--- src/rtl/cgol_pkg.sv ---
// Shared constants, FSM encoding and neighbour addressing for the Game of Life engine.
package cgol_pkg;

    localparam logic [3:0] BIRTH_N    = 4'd3;
    localparam logic [3:0] SURVIVE_LO = 4'd2;
    localparam logic [3:0] SURVIVE_HI = 4'd3;

    typedef enum logic [0:0] {
        ST_IDLE = 1'b0,
        ST_RUN  = 1'b1
    } state_e;

    typedef struct packed {
        logic        valid;
        logic [31:0] idx;
    } nb_t;

    // Flat index of neighbour (r+dr, c+dc); invalid when it falls off a non-wrapping edge.
    function automatic nb_t neighbour_idx(input int r, input int c, input int dr, input int dc,
                                          input int width, input int height, input logic wrap);
        nb_t res;
        int  rr;
        int  cc;
        rr = r + dr;
        cc = c + dc;
        res.valid = 1'b1;
        if (wrap) begin
            rr = (rr + height) % height;
            cc = (cc + width) % width;
        end else if (rr < 0 || rr >= height || cc < 0 || cc >= width) begin
            res.valid = 1'b0;
            rr = 0;
            cc = 0;
        end else begin
            res.valid = 1'b1;
        end
        res.idx = 32'(rr * width + cc);
        return res;
    endfunction

endpackage

--- src/rtl/cgol_cell_rule.sv ---
// Single-cell Life rule: birth on exactly three neighbours, survival on two or three.
module cgol_cell_rule
    import cgol_pkg::*;
(
    input  logic       centre,
    input  logic [7:0] sides,
    output logic       nexton
);

    logic [3:0] count_s;

    // Population count of the eight neighbours, then apply the rule.
    always_comb begin
        count_s = 4'd0;
        for (int i = 0; i < 8; i++) begin
            count_s = count_s + {3'b000, sides[i]};
        end
        if (centre) begin
            nexton = (count_s >= SURVIVE_LO) && (count_s <= SURVIVE_HI);
        end else begin
            nexton = (count_s == BIRTH_N);
        end
    end

endmodule

--- src/rtl/cgol_grid_engine.sv ---
// Whole-grid Game of Life engine: one generation per clock, with host load,
// generation budget and early stop on stable or extinct grids.
module cgol_grid_engine
    import cgol_pkg::*;
#(
    parameter int WIDTH  = 8,
    parameter int HEIGHT = 8,
    parameter int WRAP   = 1,
    parameter int GEN_W  = 16
) (
    input  logic                       clk,
    input  logic                       reset_n,
    input  logic                       wr_en,
    input  logic [$clog2(HEIGHT)-1:0]  wr_row,
    input  logic [WIDTH-1:0]           wr_data,
    input  logic                       clear,
    input  logic                       start,
    input  logic [GEN_W-1:0]           gens,
    output logic                       busy,
    output logic                       done,
    output logic                       stable,
    output logic                       extinct,
    output logic [GEN_W-1:0]           gen_count,
    output logic [WIDTH*HEIGHT-1:0]    grid
);

    localparam int CELLS = WIDTH * HEIGHT;

    state_e              state_r;
    logic [CELLS-1:0]    grid_r;
    logic [CELLS-1:0]    next_grid_s;
    logic [GEN_W-1:0]    gen_count_r;
    logic [GEN_W-1:0]    remaining_r;
    logic                done_r;
    logic                stable_r;
    logic                extinct_r;
    logic                row_ok_s;

    // One rule instance per cell, wired to its neighbours at elaboration time.
    for (genvar r = 0; r < HEIGHT; r++) begin : g_row
        for (genvar c = 0; c < WIDTH; c++) begin : g_col
            logic [7:0] sides_s;
            for (genvar k = 0; k < 9; k++) begin : g_nb
                if (k != 4) begin : g_side
                    localparam nb_t NB   = neighbour_idx(r, c, (k / 3) - 1, (k % 3) - 1,
                                                         WIDTH, HEIGHT, WRAP != 0);
                    localparam int  SIDE = (k < 4) ? k : k - 1;
                    localparam int  IDX  = int'(NB.idx);
                    if (NB.valid) begin : g_live
                        assign sides_s[SIDE] = grid_r[IDX];
                    end else begin : g_dead
                        assign sides_s[SIDE] = 1'b0;
                    end
                end
            end
            cgol_cell_rule u_rule (
                .centre (grid_r[r*WIDTH+c]),
                .sides  (sides_s),
                .nexton (next_grid_s[r*WIDTH+c])
            );
        end
    end

    assign row_ok_s = (int'(wr_row) < HEIGHT);

    // Control FSM, grid storage, generation counter and status flags.
    always_ff @(posedge clk or negedge reset_n) begin
        if (!reset_n) begin
            state_r     <= ST_IDLE;
            grid_r      <= '0;
            gen_count_r <= '0;
            remaining_r <= '0;
            done_r      <= 1'b0;
            stable_r    <= 1'b0;
            extinct_r   <= 1'b0;
        end else begin
            done_r <= 1'b0;
            case (state_r)
                ST_IDLE: begin
                    if (start) begin
                        stable_r  <= 1'b0;
                        extinct_r <= 1'b0;
                        if (gens == '0) begin
                            done_r <= 1'b1;
                        end else begin
                            remaining_r <= gens;
                            state_r     <= ST_RUN;
                        end
                    end else if (clear) begin
                        grid_r      <= '0;
                        gen_count_r <= '0;
                        stable_r    <= 1'b0;
                        extinct_r   <= 1'b0;
                    end else if (wr_en && row_ok_s) begin
                        grid_r[int'(wr_row)*WIDTH +: WIDTH] <= wr_data;
                    end else begin
                        grid_r <= grid_r;
                    end
                end
                ST_RUN: begin
                    // Early-stop checks precede the commit, so a stop costs no generation.
                    if (grid_r == '0) begin
                        extinct_r <= 1'b1;
                        done_r    <= 1'b1;
                        state_r   <= ST_IDLE;
                    end else if (next_grid_s == grid_r) begin
                        stable_r <= 1'b1;
                        done_r   <= 1'b1;
                        state_r  <= ST_IDLE;
                    end else begin
                        grid_r      <= next_grid_s;
                        gen_count_r <= gen_count_r + GEN_W'(1);
                        remaining_r <= remaining_r - GEN_W'(1);
                        if (remaining_r == GEN_W'(1)) begin
                            done_r  <= 1'b1;
                            state_r <= ST_IDLE;
                        end else begin
                            state_r <= ST_RUN;
                        end
                    end
                end
                default: begin
                    state_r <= ST_IDLE;
                end
            endcase
        end
    end

    assign busy      = (state_r == ST_RUN);
    assign done      = done_r;
    assign stable    = stable_r;
    assign extinct   = extinct_r;
    assign gen_count = gen_count_r;
    assign grid      = grid_r;

endmodule
--- config.mk ---
export PLATFORM = sky130hd
export DESIGN_NAME = cgol_grid_engine
export DESIGN_NICKNAME = d
export VERILOG_FILES = /design/src/rtl/cgol_pkg.sv /design/src/rtl/cgol_cell_rule.sv /design/src/rtl/cgol_grid_engine.sv
export SDC_FILE = /design/constraint.sdc
export NUM_CORES = 1
export LEC_CHECK = 0
export BUFFER_PORTS_ARGS = -buffer_cell sky130_fd_sc_hd__buf_2
export CAP_MARGIN = 30
export CORE_UTILIZATION = 55
export CTS_CLUSTER_SIZE = 28
export DETAILED_ROUTE_END_ITERATION = 6
export GPL_TIMING_DRIVEN = 0
export HOLD_SLACK_MARGIN = 0.05
export PLACE_DENSITY = 0.76
export SYNTH_ARGS = -nofsm -noshare
export SYNTH_HDL_FRONTEND = slang
export SYNTH_SLANG_ARGS = --single-unit
--- constraint.sdc ---
create_clock -name clk -period 4.9 [get_ports clk]
set_input_delay 0.98 -clock clk [delete_from_list [all_inputs] [get_ports clk]]
set_output_delay 0.98 -clock clk [all_outputs]
set_load 0.005 [all_outputs]
Yosys cells after proc, flatten, opt, wreduce, memory -nomap -nowiden
Cells that the tools add are included.
{"block": "totals", "register_bits": 100, "inputBits": 32, "wordCells": 836}
{"block": "op_classes", "add_sub_neg": 451, "magnitude_cmp": 128, "n_eq_ne": 76, "shift": 2, "n_mux": 100, "bitwise_logic": 1, "n_reduce_logical": 71}
{"cell": "4-bit by 1-bit adder with 4-bit output", "count": 384}
{"cell": "64-bit two-way mux", "count": 5}
{"cell": "4-bit by 2-bit equality test with 1-bit output, second input constant", "count": 64}
{"cell": "4-bit by 2-bit greater-or-equal comparator with 1-bit output, second input constant", "count": 64}
{"cell": "4-bit by 2-bit <= comparator with 1-bit output, second input constant", "count": 64}
{"cell": "1-bit by 1-bit adder with 2-bit output", "count": 64}
{"cell": "16-bit two-way mux", "count": 8}
{"cell": "64-bit case mux with 2 select lines", "count": 1}
{"cell": "1-bit two-way mux", "count": 79}
{"cell": "64-bit bitwise mux", "count": 1}
{"cell": "64-bit equality test", "count": 1}
{"cell": "1-bit logical AND", "count": 64}
{"cell": "64-bit logical NOT", "count": 1}
{"cell": "16-bit case mux with 2 select lines", "count": 2}
{"cell": "8-bit by 33-bit variable shift with 64-bit output, first input constant", "count": 1}
{"cell": "8-bit by 33-bit variable part select with 64-bit output", "count": 1}
{"cell": "6-bit negator with 33-bit output", "count": 1}
{"cell": "16-bit by 1-bit adder with 16-bit output, second input constant", "count": 1}
{"cell": "16-bit by 1-bit equality test with 1-bit output, second input constant", "count": 1}
{"cell": "16-bit logical NOT", "count": 1}
{"cell": "16-bit by 1-bit subtractor with 16-bit output, second input constant", "count": 1}
{"cell": "2-bit inequality test, second input constant", "count": 6}
{"cell": "4-bit AND reduction", "count": 3}
{"cell": "1-bit case mux with 2 select lines", "count": 4}
{"cell": "5 further kinds", "count": 7}

Longest topological paths before layout
Gate-level depths: netlist of the first run.
{"block": "depth", "ltp_word": 14, "ltp_mapped": 20}

Hierarchy
Synthesis of the first run repeated with hierarchy kept, for this count alone.
{"block": "hier_totals", "hier_cells": 2285, "area_unflattened_um2": 19307.3}
{"mod": "cgol_cell_rule", "n_inst": 64, "cells_each": 23, "area_each_um2": 190.2, "seq_area_each_um2": 0.0}
{"mod": "cgol_grid_engine", "n_inst": 1, "cells_each": 813, "area_each_um2": 7135.6, "seq_area_each_um2": 2502.4}

Worst setup path before layout of the first run
Ideal clock, no wire load.
{"block": "synth_timing", "kind": "reg2reg", "start": "register grid_r[41], in the netlist grid[41]", "end": "register grid_r[41], in the netlist grid[41]", "arrival_time_ns": 5.291, "required_ns": 4.775, "setup_slack_ns": -0.517, "stages_incl_launch_ff": 18, "path_buffers": 1, "path_cell_list": "dfrtp_1 inv_1 ha_1 inv_1 fa_1 fa_1 fa_1 fa_1 a22o_1 a221oi_1 nand4b_1 or4_1 or4_1 nor3_4 a21oi_4 or2_1 buf_6 mux2_4"}
{"block": "synth_between", "elab_chain_len": 13, "word_cells_on_any_way": 88}
{"item": "from (decl)", "line_no": "cgol_grid_engine.sv:30", "text": "logic [CELLS-1:0] grid_r;"}
{"item": "from (signal, indexed assignment)", "line_no": "cgol_grid_engine.sv:95", "text": "grid_r[int'(wr_row)*WIDTH +: WIDTH] <= wr_data;"}
{"item": "from (signal assigned)", "line_no": "cgol_grid_engine.sv:97", "text": "grid_r <= grid_r;"}
{"item": "from (signal assigned)", "line_no": "cgol_grid_engine.sv:111", "text": "grid_r <= next_grid_s;"}
{"item": "1-bit by 1-bit adder with 2-bit output", "line_no": "cgol_cell_rule.sv:16", "text": "count_s = count_s + {3'b000, sides[i]};"}
{"item": "4-bit by 1-bit adder with 4-bit output (6 in series)", "line_no": "cgol_cell_rule.sv:16"}
{"item": "4-bit by 2-bit greater-or-equal comparator with 1-bit output / 4-bit by 2-bit <= comparator with 1-bit output (equally long branches)", "line_no": "cgol_cell_rule.sv:19", "text": "nexton = (count_s >= SURVIVE_LO) && (count_s <= SURVIVE_HI);"}
{"item": "1-bit logical AND", "line_no": "cgol_cell_rule.sv:19"}
{"item": "1-bit two-way mux", "line_no": "cgol_cell_rule.sv:18", "text": "if (centre) begin"}
{"item": "64-bit equality test", "line_no": "cgol_grid_engine.sv:106", "text": "end else if (next_grid_s == grid_r) begin"}
{"item": "2-bit inequality test (no line)"}
{"item": "4-bit AND reduction (no line)"}
Several ways; a longest one is shown, not always the timed one. The select of a mux whose other input is x is not followed.
A chain may end at the register's enable or synchronous reset.

Worst setup path in the final report of the first run
{"block": "layout_timing", "start": "register grid_r[25], in the netlist grid[25]", "end": "register grid_r[44], in the netlist grid[44]"}
{"block": "layout_between", "elab_chain_len": 13, "word_cells_on_any_way": 81}
{"item": "1-bit by 1-bit adder with 2-bit output", "line_no": "cgol_cell_rule.sv:16"}
{"item": "4-bit by 1-bit adder with 4-bit output (6 in series)", "line_no": "cgol_cell_rule.sv:16"}
{"item": "4-bit by 2-bit greater-or-equal comparator with 1-bit output / 4-bit by 2-bit <= comparator with 1-bit output (equally long branches)", "line_no": "cgol_cell_rule.sv:19"}
{"item": "1-bit logical AND", "line_no": "cgol_cell_rule.sv:19"}
{"item": "1-bit two-way mux", "line_no": "cgol_cell_rule.sv:18"}
{"item": "64-bit equality test", "line_no": "cgol_grid_engine.sv:106"}
{"item": "2-bit inequality test (no line)"}
{"item": "4-bit AND reduction (no line) *"}
Mark *: on every way between the ends. The rest lies on a longest branch, timed or not.

==> results of run 1 <==
power groups by stage:
stage | clock network (mW) | registers (mW) | logic, mW
6_report | 0.945 | 1.57 | 11.9
5_1_grt | 0.955 | 1.59 | 12.5
4_1_cts | 0.930 | 1.55 | 10.9
3_5_place_dp | 0 | 1.56 | 8.82
3_3_place_gp | 0 | 1.55 | 8.53
2_1_floorplan | 0 | 1.35 | 5.91
per-layer routing:
| layer | wire length (µm) | up-vias | global-route usage (%) |
|---|---|---|---|
| met3 | 13300 | 482 | 17.8 |
| met5 | 88 | - | 0 |
| met1 | 31500 | 9514 | 63.2 |
| li1 | - | 7809 | - |
| met2 | 36400 | 1598 | 71.9 |
| met4 | 8160 | 12 | 38.8 |
timing repair:
action                                  in CTS  in global routing
pin swaps                                   27                 17
gates cloned                                 4                  1
setup buffers                              181                 39
gates resized for setup                    196                 75
endpoints found under the setup margin      99                 99
sequential cells by signal, summed over array words and instances (netlist names):
name	flops
stable	1
busy	1
done	1
grid	64
extinct	1
remaining_r	16
gen_count	16
per-stage QoR:
stage	total power [mW]	setup WS [ns]	std cells
6_report	14.4	-0.981	2873
5_1_grt	15.0	-1.06	2869
4_1_cts	13.4	-0.917	2830
3_5_place_dp	10.4	-2.51	2629
3_3_place_gp	10.1	-2.55	2611
2_1_floorplan	7.26	-0.435	2049
critical path, cell delays in order, from the launching register on:
cell	delay, ns
dfrtp_2	0.44
buf_4	0.16
clkinvlp_4	0.08
ha_1	0.29
inv_1	0.06
fa_1	0.49
fa_1	0.42
fa_1	0.42
fa_2	0.68
or3_1	0.32
o22ai_1	0.12
or4_4	0.49
or4_4	0.51
nor3_4	0.23
a21oi_4	0.15
buf_4	0.21
or2_1	0.22
buf_6	0.16
mux2_4	0.30
cell usage after synthesis, types with 42 or more instances:
cell type / count
fa_1: 256
ha_1: 229
o21ai_0: 47
nor2b_1: 63
nand2_1: 102
nor2_1: 84
dfrtp_1: 100
a21oi_1: 42
inv_1: 343
buf_4: 64
nor3_1: 54
nand2b_1: 86
kinds of logic after synthesis:
group	count (synthesis)	synth area share, %
flops	100	13.0
compound gates	359	14.3
fa+ha+maj	485	41.6
simple gates	607	17.8
buf+inv	441	10.1
mux	57	3.27
cell type report:
| type | count | area, µm² |
|---|---|---|
| Multi-Input combinational cell | 1508 | 15500 |
| Fill cell | 2671 | 10500 |
| Timing Repair Buffer | 350 | 2730 |
| Sequential cell | 100 | 2570 |
| Inverter | 344 | 1540 |
| Buffer | 96 | 732 |
| Tap cell | 455 | 569 |
| Clock buffer | 9 | 225 |
| Clock inverter | 7 | 116 |
| Antenna cell | 4 | 10.0 |
worst min-delay path by stage:
stage,endpoint,start,slack (ns)
floorplan,remaining_r[14]$_DFFE_PN0P_,remaining_r[14]$_DFFE_PN0P_,0.48
global placement,remaining_r[14]$_DFFE_PN0P_,remaining_r[14]$_DFFE_PN0P_,0.50
detailed placement,remaining_r[4]$_DFFE_PN0P_,remaining_r[4]$_DFFE_PN0P_,0.50
CTS,remaining_r[8]$_DFFE_PN0P_,reset_n,0.49
global route,remaining_r[8]$_DFFE_PN0P_,reset_n,0.49
finish,remaining_r[8]$_DFFE_PN0P_,reset_n,0.47
==> flow_summary.html, run 1 <==
<table>
<tr><th>Metric</th><th>Value</th></tr>
<tr><th colspan="2">Outcome</th></tr>
<tr><td>Run status</td><td>finished, violations left</td></tr>
<tr><td>Violated checks</td><td>setup timing</td></tr>
<tr><th colspan="2">Critical path</th></tr>
<tr><td>Worst Path Required</td><td>5.19 ns</td></tr>
<tr><td>Arrival time reported for the critical path endpoint</td><td>6.17 ns</td></tr>
<tr><td>Capture point of the worst reg-to-reg path</td><td>grid[44]$_DFFE_PN0P_</td></tr>
<tr><td>Worst setup path category</td><td>reg2reg</td></tr>
<tr><td>First element of the critical path</td><td>grid[25]$_DFFE_PN0P_</td></tr>
<tr><td>Critical register-to-register path startpoint</td><td>grid[25]$_DFFE_PN0P_</td></tr>
<tr><td>CP startpoint kind</td><td>flop</td></tr>
<tr><td>Crit path to</td><td>grid[44]$_DFFE_PN0P_</td></tr>
<tr><td>Cell count of the worst reg-to-reg path</td><td>18</td></tr>
<tr><td>Crit end category</td><td>flop</td></tr>
<tr><td>Critical path peak fanout</td><td>8</td></tr>
<tr><td>Setup slack on the worst flop-to-flop path</td><td>-0.98 ns</td></tr>
<tr><th colspan="2">Hold path</th></tr>
<tr><td>Hold Crit Class</td><td>in2async</td></tr>
<tr><th colspan="2">Pwr</th></tr>
<tr><td>Combinational group share of total power</td><td>82.5%</td></tr>
<tr><td>Internal cell power</td><td>6.65 mW</td></tr>
<tr><td>Part of the power in the clock network</td><td>6.6%</td></tr>
<tr><td>Switching share of power</td><td>53.8%</td></tr>
<tr><td>Leak</td><td>10.9 nW</td></tr>
<tr><td>Total power divided by cell area</td><td>599 nW/µm²</td></tr>
<tr><td>Peak supply drop</td><td>0.449 mV</td></tr>
<tr><td>Switching component of the power</td><td>7.73 mW</td></tr>
<tr><td>Reg power frac</td><td>10.9%</td></tr>
<tr><th colspan="2">Clock tree</th></tr>
<tr><td>CTS tree</td><td>built</td></tr>
<tr><td>Number of sinks driven by the clock tree</td><td>100</td></tr>
<tr><td>CTS max path bufs</td><td>2</td></tr>
<tr><td>Root buf cell</td><td>clkbuf_16</td></tr>
<tr><td>H-Tree Level Count</td><td>3</td></tr>
<tr><td>Number of buffers created by CTS</td><td>9</td></tr>
<tr><td>Clock latency reported for the late side of the worst-skew pair</td><td>0.41 ns</td></tr>
<tr><td>Clock-pin slew on the worst setup and hold paths</td><td>0.09 ns</td></tr>
<tr><td>Number of hold-repair buffers added at the cts stage</td><td>0</td></tr>
<tr><th colspan="2">Yosys</th></tr>
<tr><td>Number of synthesized flops with an enable pin</td><td>0</td></tr>
<tr><td>Sequential area share after synthesis</td><td>13.0%</td></tr>
<tr><td>Synth top area share</td><td>26.7%</td></tr>
<tr><td>Post-synthesis instance area</td><td>19200 µm²</td></tr>
<tr><td>Yosys cell types</td><td>95</td></tr>
<tr><td>Count of synthesis-stage warnings from yosys</td><td>0</td></tr>
<tr><td>Net count after synthesis</td><td>2566</td></tr>
<tr><td>Number of storage elements in the synthesis netlist</td><td>100</td></tr>
<tr><td>Cell count after synthesis</td><td>2049</td></tr>
<tr><td>Syn_area_per_cell</td><td>9.38 µm²</td></tr>
<tr><td>Proportion of synthesized flip-flops having asynchronous set or reset</td><td>100%</td></tr>
<tr><td>Dominant register cell in the synthesized netlist</td><td>dfrtp_1</td></tr>
<tr><td>Cells taking the most area after synthesis</td><td>fa_1 27%, ha_1 15%, dfrtp_1 13%</td></tr>
<tr><td>Dominant cell type by area after synthesis</td><td>fa_1</td></tr>
<tr><th colspan="2">Placed design</th></tr>
<tr><td>Number of buffers inserted by port buffering</td><td>107</td></tr>
<tr><td>Global placer's final weighted congestion</td><td>1.11</td></tr>
<tr><td>Post-detailed-placement cell area</td><td>20800 µm²</td></tr>
<tr><td>HPWL after detailed placement</td><td>67.3 mm</td></tr>
<tr><th colspan="2">Floorplanning</th></tr>
<tr><td>CORE AREA</td><td>34500 µm²</td></tr>
<tr><td>Initial core utilization</td><td>55.8%</td></tr>
<tr><td>Height of the die</td><td>189 µm</td></tr>
<tr><td>Ports placed on the boundary</td><td>116</td></tr>
<tr><td>Number of standard-cell rows in the floorplan</td><td>68</td></tr>
<tr><td>Floorplan die width</td><td>189 µm</td></tr>
<tr><td>Die Outline Area</td><td>35700 µm²</td></tr>
<tr><th colspan="2">STA</th></tr>
<tr><td>Minimum clock period</td><td>5.88 ns</td></tr>
<tr><td>Worst setup slack after layout</td><td>-0.981 ns</td></tr>
<tr><td>Hold violation total from the final report</td><td>0</td></tr>
<tr><td>Top achievable clock speed</td><td>0.170 GHz</td></tr>
<tr><td>RSZ-0062 raised after global routing</td><td>true</td></tr>
<tr><td>Final slew viol count</td><td>0</td></tr>
<tr><td>Setup Total Neg Slack</td><td>-83.41 ns</td></tr>
<tr><td>Period utilization</td><td>120%</td></tr>
<tr><td>Clock Skew</td><td>0.0120 ns</td></tr>
<tr><td>Worst hold-check slack</td><td>0.473 ns</td></tr>
<tr><td>Max-slew headroom at the worst pin</td><td>21.9%</td></tr>
<tr><td>Actual transition at the worst max-transition pin</td><td>1.17 ns</td></tr>
<tr><td>Finish-stage setup viols</td><td>99</td></tr>
<tr><th colspan="2">Layout</th></tr>
<tr><td>Fraction of layout instances using a drive strength above 1</td><td>30.4%</td></tr>
<tr><td>Util after Layout</td><td>69.7%</td></tr>
<tr><td># nets final</td><td>2926</td></tr>
<tr><td>Synth-to-Final Area Change</td><td>24.9%</td></tr>
<tr><td>Design area</td><td>24000 µm²</td></tr>
<tr><td>Leading cell types in the layout, fill and taps excluded</td><td>276 x inv_1, 257 x buf_4, 244 x fa_1</td></tr>
<tr><td>Most common cell after layout, fill and taps aside</td><td>inv_1</td></tr>
<tr><th colspan="2">Global route</th></tr>
<tr><td>GRT Resource Usage Total</td><td>50.7%</td></tr>
<tr><td>Maximum number of pins on one net before global-route repair</td><td>68</td></tr>
<tr><td>Overflow left after global routing</td><td>0</td></tr>
<tr><td>Antenna violations before repair</td><td>11</td></tr>
<tr><td>First-pass GRT wire length</td><td>128 mm</td></tr>
<tr><td>Via count of the first global-routing pass</td><td>19000</td></tr>
<tr><th colspan="2">Route</th></tr>
<tr><td>Average routed wire per standard cell</td><td>31.1 µm</td></tr>
<tr><td>First drt pass iteration count</td><td>6</td></tr>
<tr><td>Vias</td><td>19400</td></tr>
<tr><td>Detailed router's first-iteration violation count</td><td>2430</td></tr>
<tr><td>Antenna-violating nets left</td><td>0</td></tr>
<tr><td>DRC violations left</td><td>0</td></tr>
<tr><td>Sum of routed wire length over all layers</td><td>89.5 mm</td></tr>
<tr><td>Avg Vias per Cell</td><td>6.76</td></tr>
<tr><th colspan="2">Job</th></tr>
<tr><td>Number of max-cap violations</td><td>0</td></tr>
</table>
No activity file was read; power rests on OpenSTA's default activity.
==> inputs of run 2 (changes only) <==
--- a/config.mk
+++ b/config.mk
@@ -12,7 +12,7 @@
 export DETAILED_ROUTE_END_ITERATION = 6
 export GPL_TIMING_DRIVEN = 0
 export HOLD_SLACK_MARGIN = 0.05
-export PLACE_DENSITY = 0.76
+export PLACE_DENSITY = 0.73
 export SYNTH_ARGS = -nofsm -noshare
 export SYNTH_HDL_FRONTEND = slang
 export SYNTH_SLANG_ARGS = --single-unit
==> constraint.sdc (replaced) <==
create_clock -name clk -period 6.3 [get_ports clk]
set_input_delay 1.26 -clock clk [delete_from_list [all_inputs] [get_ports clk]]
set_output_delay 1.26 -clock clk [all_outputs]
set_load 0.01 [all_outputs]
==> run 2 against run 1 <==
The run ends with DRC, setup timing left; combinational power shrank 35%; count of clock-buffer cells in the layout is the same; non-clock buffer count shrank 84; sequential power shrank 20%; critical endpoint is now remaining_r[8]$_DFFE_PN0P_; clock skew is essentially flat; core utilization shrank 5.1 points.
==> flow_summary.html, run 2 (synthesis gave the netlist of run 1 again) <==
<table>
<tr><th>Metric</th><th>Value</th></tr>
<tr><th colspan="2">Outcome</th></tr>
<tr><td>Run status</td><td>finished, violations left</td></tr>
<tr><td>Violated checks</td><td>DRC, setup timing</td></tr>
<tr><th colspan="2">Job</th></tr>
<tr><td>Number of max-cap violations</td><td>0</td></tr>
<tr><th colspan="2">Global route</th></tr>
<tr><td>GRT Resource Usage Total</td><td>48.7%</td></tr>
<tr><td>Antenna violations before repair</td><td>5</td></tr>
<tr><td>Overflow left after global routing</td><td>0</td></tr>
<tr><td>Via count of the first global-routing pass</td><td>18100</td></tr>
<tr><td>First-pass GRT wire length</td><td>123 mm</td></tr>
<tr><td>Maximum number of pins on one net before global-route repair</td><td>74</td></tr>
<tr><th colspan="2">Clock tree</th></tr>
<tr><td>Number of sinks driven by the clock tree</td><td>100</td></tr>
<tr><td>CTS max path bufs</td><td>2</td></tr>
<tr><td>Number of buffers created by CTS</td><td>9</td></tr>
<tr><td>Clock-pin slew on the worst setup and hold paths</td><td>0.09 ns</td></tr>
<tr><td>Clock latency reported for the late side of the worst-skew pair</td><td>0.39 ns</td></tr>
<tr><td>Root buf cell</td><td>clkbuf_16</td></tr>
<tr><td>H-Tree Level Count</td><td>3</td></tr>
<tr><td>CTS tree</td><td>built</td></tr>
<tr><th colspan="2">Critical path</th></tr>
<tr><td>CP startpoint kind</td><td>flop</td></tr>
<tr><td>Arrival time reported for the critical path endpoint</td><td>6.64 ns</td></tr>
<tr><td>Capture point of the worst reg-to-reg path</td><td>remaining_r[8]$_DFFE_PN0P_</td></tr>
<tr><td>Critical register-to-register path startpoint</td><td>grid[39]$_DFFE_PN0P_</td></tr>
<tr><td>Kind of cell adding the most delay to the critical path</td><td>adder cells</td></tr>
<tr><td>First element of the critical path</td><td>grid[39]$_DFFE_PN0P_</td></tr>
<tr><td>Crit end category</td><td>flop</td></tr>
<tr><td>CP cell instances</td><td>clkinvlp_4 &gt; fa_1 &gt; fa_1 &gt; fa_1 &gt; fa_1 &gt; o21ai_0 &gt; o32ai_1 &gt; a2111oi_2 &gt; nand4_1 &gt; nor4_4 &gt; buf_4 &gt; a21oi_4 &gt; buf_6 &gt; buf_2 &gt; nor3_1 &gt; nor3_2</td></tr>
<tr><td>Worst Path Required</td><td>6.57 ns</td></tr>
<tr><td>Cell count of the worst reg-to-reg path</td><td>16</td></tr>
<tr><td>Worst setup path category</td><td>reg2reg</td></tr>
<tr><td>Cell at the slowest stage of the critical path</td><td>o21ai_0</td></tr>
<tr><td>Peak per-stage delay on the critical path</td><td>0.72 ns</td></tr>
<tr><td>Critical path peak fanout</td><td>10</td></tr>
<tr><td>Setup slack on the worst flop-to-flop path</td><td>-0.07 ns</td></tr>
<tr><td>Buf+Inv Stages, Crit Path</td><td>4</td></tr>
<tr><td>Top cell by count, worst path</td><td>fa_1</td></tr>
<tr><th colspan="2">Placed design</th></tr>
<tr><td>Post-placement cell count</td><td>2630</td></tr>
<tr><td>Number of buffers inserted by port buffering</td><td>107</td></tr>
<tr><td>HPWL after detailed placement</td><td>66.4 mm</td></tr>
<tr><td>Global placer's final weighted congestion</td><td>1.11</td></tr>
<tr><th colspan="2">Layout</th></tr>
<tr><td># nets final</td><td>2842</td></tr>
<tr><td>Most common cell after layout, fill and taps aside</td><td>inv_1</td></tr>
<tr><td>Fraction of layout instances using a drive strength above 1</td><td>22.5%</td></tr>
<tr><td>Number of standard cells in the layout, taps in and fillers out</td><td>2789</td></tr>
<tr><td>Leading cell types in the layout, fill and taps excluded</td><td>283 x inv_1, 254 x fa_1, 229 x ha_1</td></tr>
<tr><td>Synth-to-Final Area Change</td><td>15.8%</td></tr>
<tr><td>Flip-flop count of the largest register after layout</td><td>64</td></tr>
<tr><td>Util after Layout</td><td>64.6%</td></tr>
<tr><th colspan="2">Hold path</th></tr>
<tr><td>Worst Min Path Start</td><td>gen_count[10]$_DFFE_PN0P_</td></tr>
<tr><td>Hold EP</td><td>gen_count[10]$_DFFE_PN0P_</td></tr>
<tr><td>Hold Crit Class</td><td>reg2reg</td></tr>
<tr><td>Worst hold path stage count</td><td>1</td></tr>
<tr><th colspan="2">STA</th></tr>
<tr><td>Worst setup slack after layout</td><td>-0.0702 ns</td></tr>
<tr><td>Finish-stage setup viols</td><td>22</td></tr>
<tr><td>Max-slew headroom at the worst pin</td><td>19.4%</td></tr>
<tr><td>Period utilization</td><td>101%</td></tr>
<tr><td>Hold violation total from the final report</td><td>0</td></tr>
<tr><td>Clock Skew</td><td>0.0116 ns</td></tr>
<tr><td>Minimum clock period</td><td>6.37 ns</td></tr>
<tr><td>Actual transition at the worst max-transition pin</td><td>1.19 ns</td></tr>
<tr><td>Top achievable clock speed</td><td>0.157 GHz</td></tr>
<tr><td>Final slew viol count</td><td>0</td></tr>
<tr><th colspan="2">Route</th></tr>
<tr><td>Avg Vias per Cell</td><td>6.69</td></tr>
<tr><td>Detailed router's first-iteration violation count</td><td>2587</td></tr>
<tr><td>Vias</td><td>18700</td></tr>
<tr><td>Antenna-violating nets left</td><td>0</td></tr>
<tr><td>First drt pass iteration count</td><td>7</td></tr>
<tr><td>Sum of routed wire length over all layers</td><td>85.6 mm</td></tr>
<tr><td>Average routed wire per standard cell</td><td>30.7 µm</td></tr>
<tr><td>DRC violations left</td><td>2</td></tr>
<tr><th colspan="2">Floorplanning</th></tr>
<tr><td>Number of standard-cell rows in the floorplan</td><td>68</td></tr>
<tr><td>Ports placed on the boundary</td><td>116</td></tr>
<tr><td>Die Outline Area</td><td>35700 µm²</td></tr>
<tr><td>Floorplan die width</td><td>189 µm</td></tr>
<tr><td>Height of the die</td><td>189 µm</td></tr>
<tr><td>CORE AREA</td><td>34500 µm²</td></tr>
<tr><td>Initial core utilization</td><td>55.8%</td></tr>
<tr><th colspan="2">Pwr</th></tr>
<tr><td>Total power divided by cell area</td><td>431 nW/µm²</td></tr>
<tr><td>Peak supply drop</td><td>0.266 mV</td></tr>
<tr><td>Leak</td><td>10.1 nW</td></tr>
</table>
==> run 2: worst max path at each step <==
stage | endpoint | cells past startpoint
final | remaining_r[8]$_DFFE_PN0P_ | 16
after floorplan | grid[41]$_DFFE_PN0P_ | 17
after CTS | grid[52]$_DFFE_PN0P_ | 15
after detailed placement | grid[23]$_DFFE_PN0P_ | 15
after global routing | grid[41]$_DFFE_PN0P_ | 18
after global placement | grid[23]$_DFFE_PN0P_ | 17
==> run 2: power breakdown <==
part | switching (mW) | internal (mW) | total, mW
sequential | 0.431 | 0.833 | 1.26
clock | 0.347 | 0.280 | 0.628
combinational | 4.63 | 3.08 | 7.71
==> run 2: routing by layer <==
layer	wire [µm]	part of all wire, %	vias to the layer above	GRT usage [%]
met4	7180	8.4	6	33.5
met3	12100	14	399	16.0
met1	31000	36	9145	62.3
met2	35300	41	1461	69.8
met5	41	0.048	-	0
li1	-	-	7640	-
==> run 2: timing repair <==
item | 4_1_cts | 5_1_grt
pin swaps | 3 | 9
endpoints found under the setup margin | 98 | 98
hold buffers | 0 | 0
setup buffers | 78 | 57
resized for setup | 61 | 47
==> run 2: cell type report <==
class | instances | area, µm²
diodes | 4 | 10.0
flip-flops and latches | 100 | 2540
clock inverters | 7 | 66.3
inverters | 344 | 1520
multi-input cells | 1508 | 14900
clock buffers | 9 | 225
plain buffers | 97 | 647
well taps | 455 | 569
fillers | 2943 | 12200
repair buffers | 265 | 1820
==> run 2: per-stage QoR <==
| step | setup TNS [ns] | worst slack (ns) | total power, mW | cell area, µm² | hold slack [ns] |
|---|---|---|---|---|---|
| final | -0.553 | -0.0702 | 9.60 | 22300 | 0.526 |
| after global routing | -0.101 | -0.0195 | 10.1 | 22200 | 0.552 |
| after CTS | 0 | 0.00264 | 9.03 | 21600 | 0.526 |
| after detailed placement | -58.98 | -0.985 | 7.94 | 20500 | 0.506 |
| after global placement | -78.59 | -1.18 | 7.74 | 20300 | 0.498 |
| after floorplan | 0 | 0.883 | 5.56 | 19200 | 0.480 |
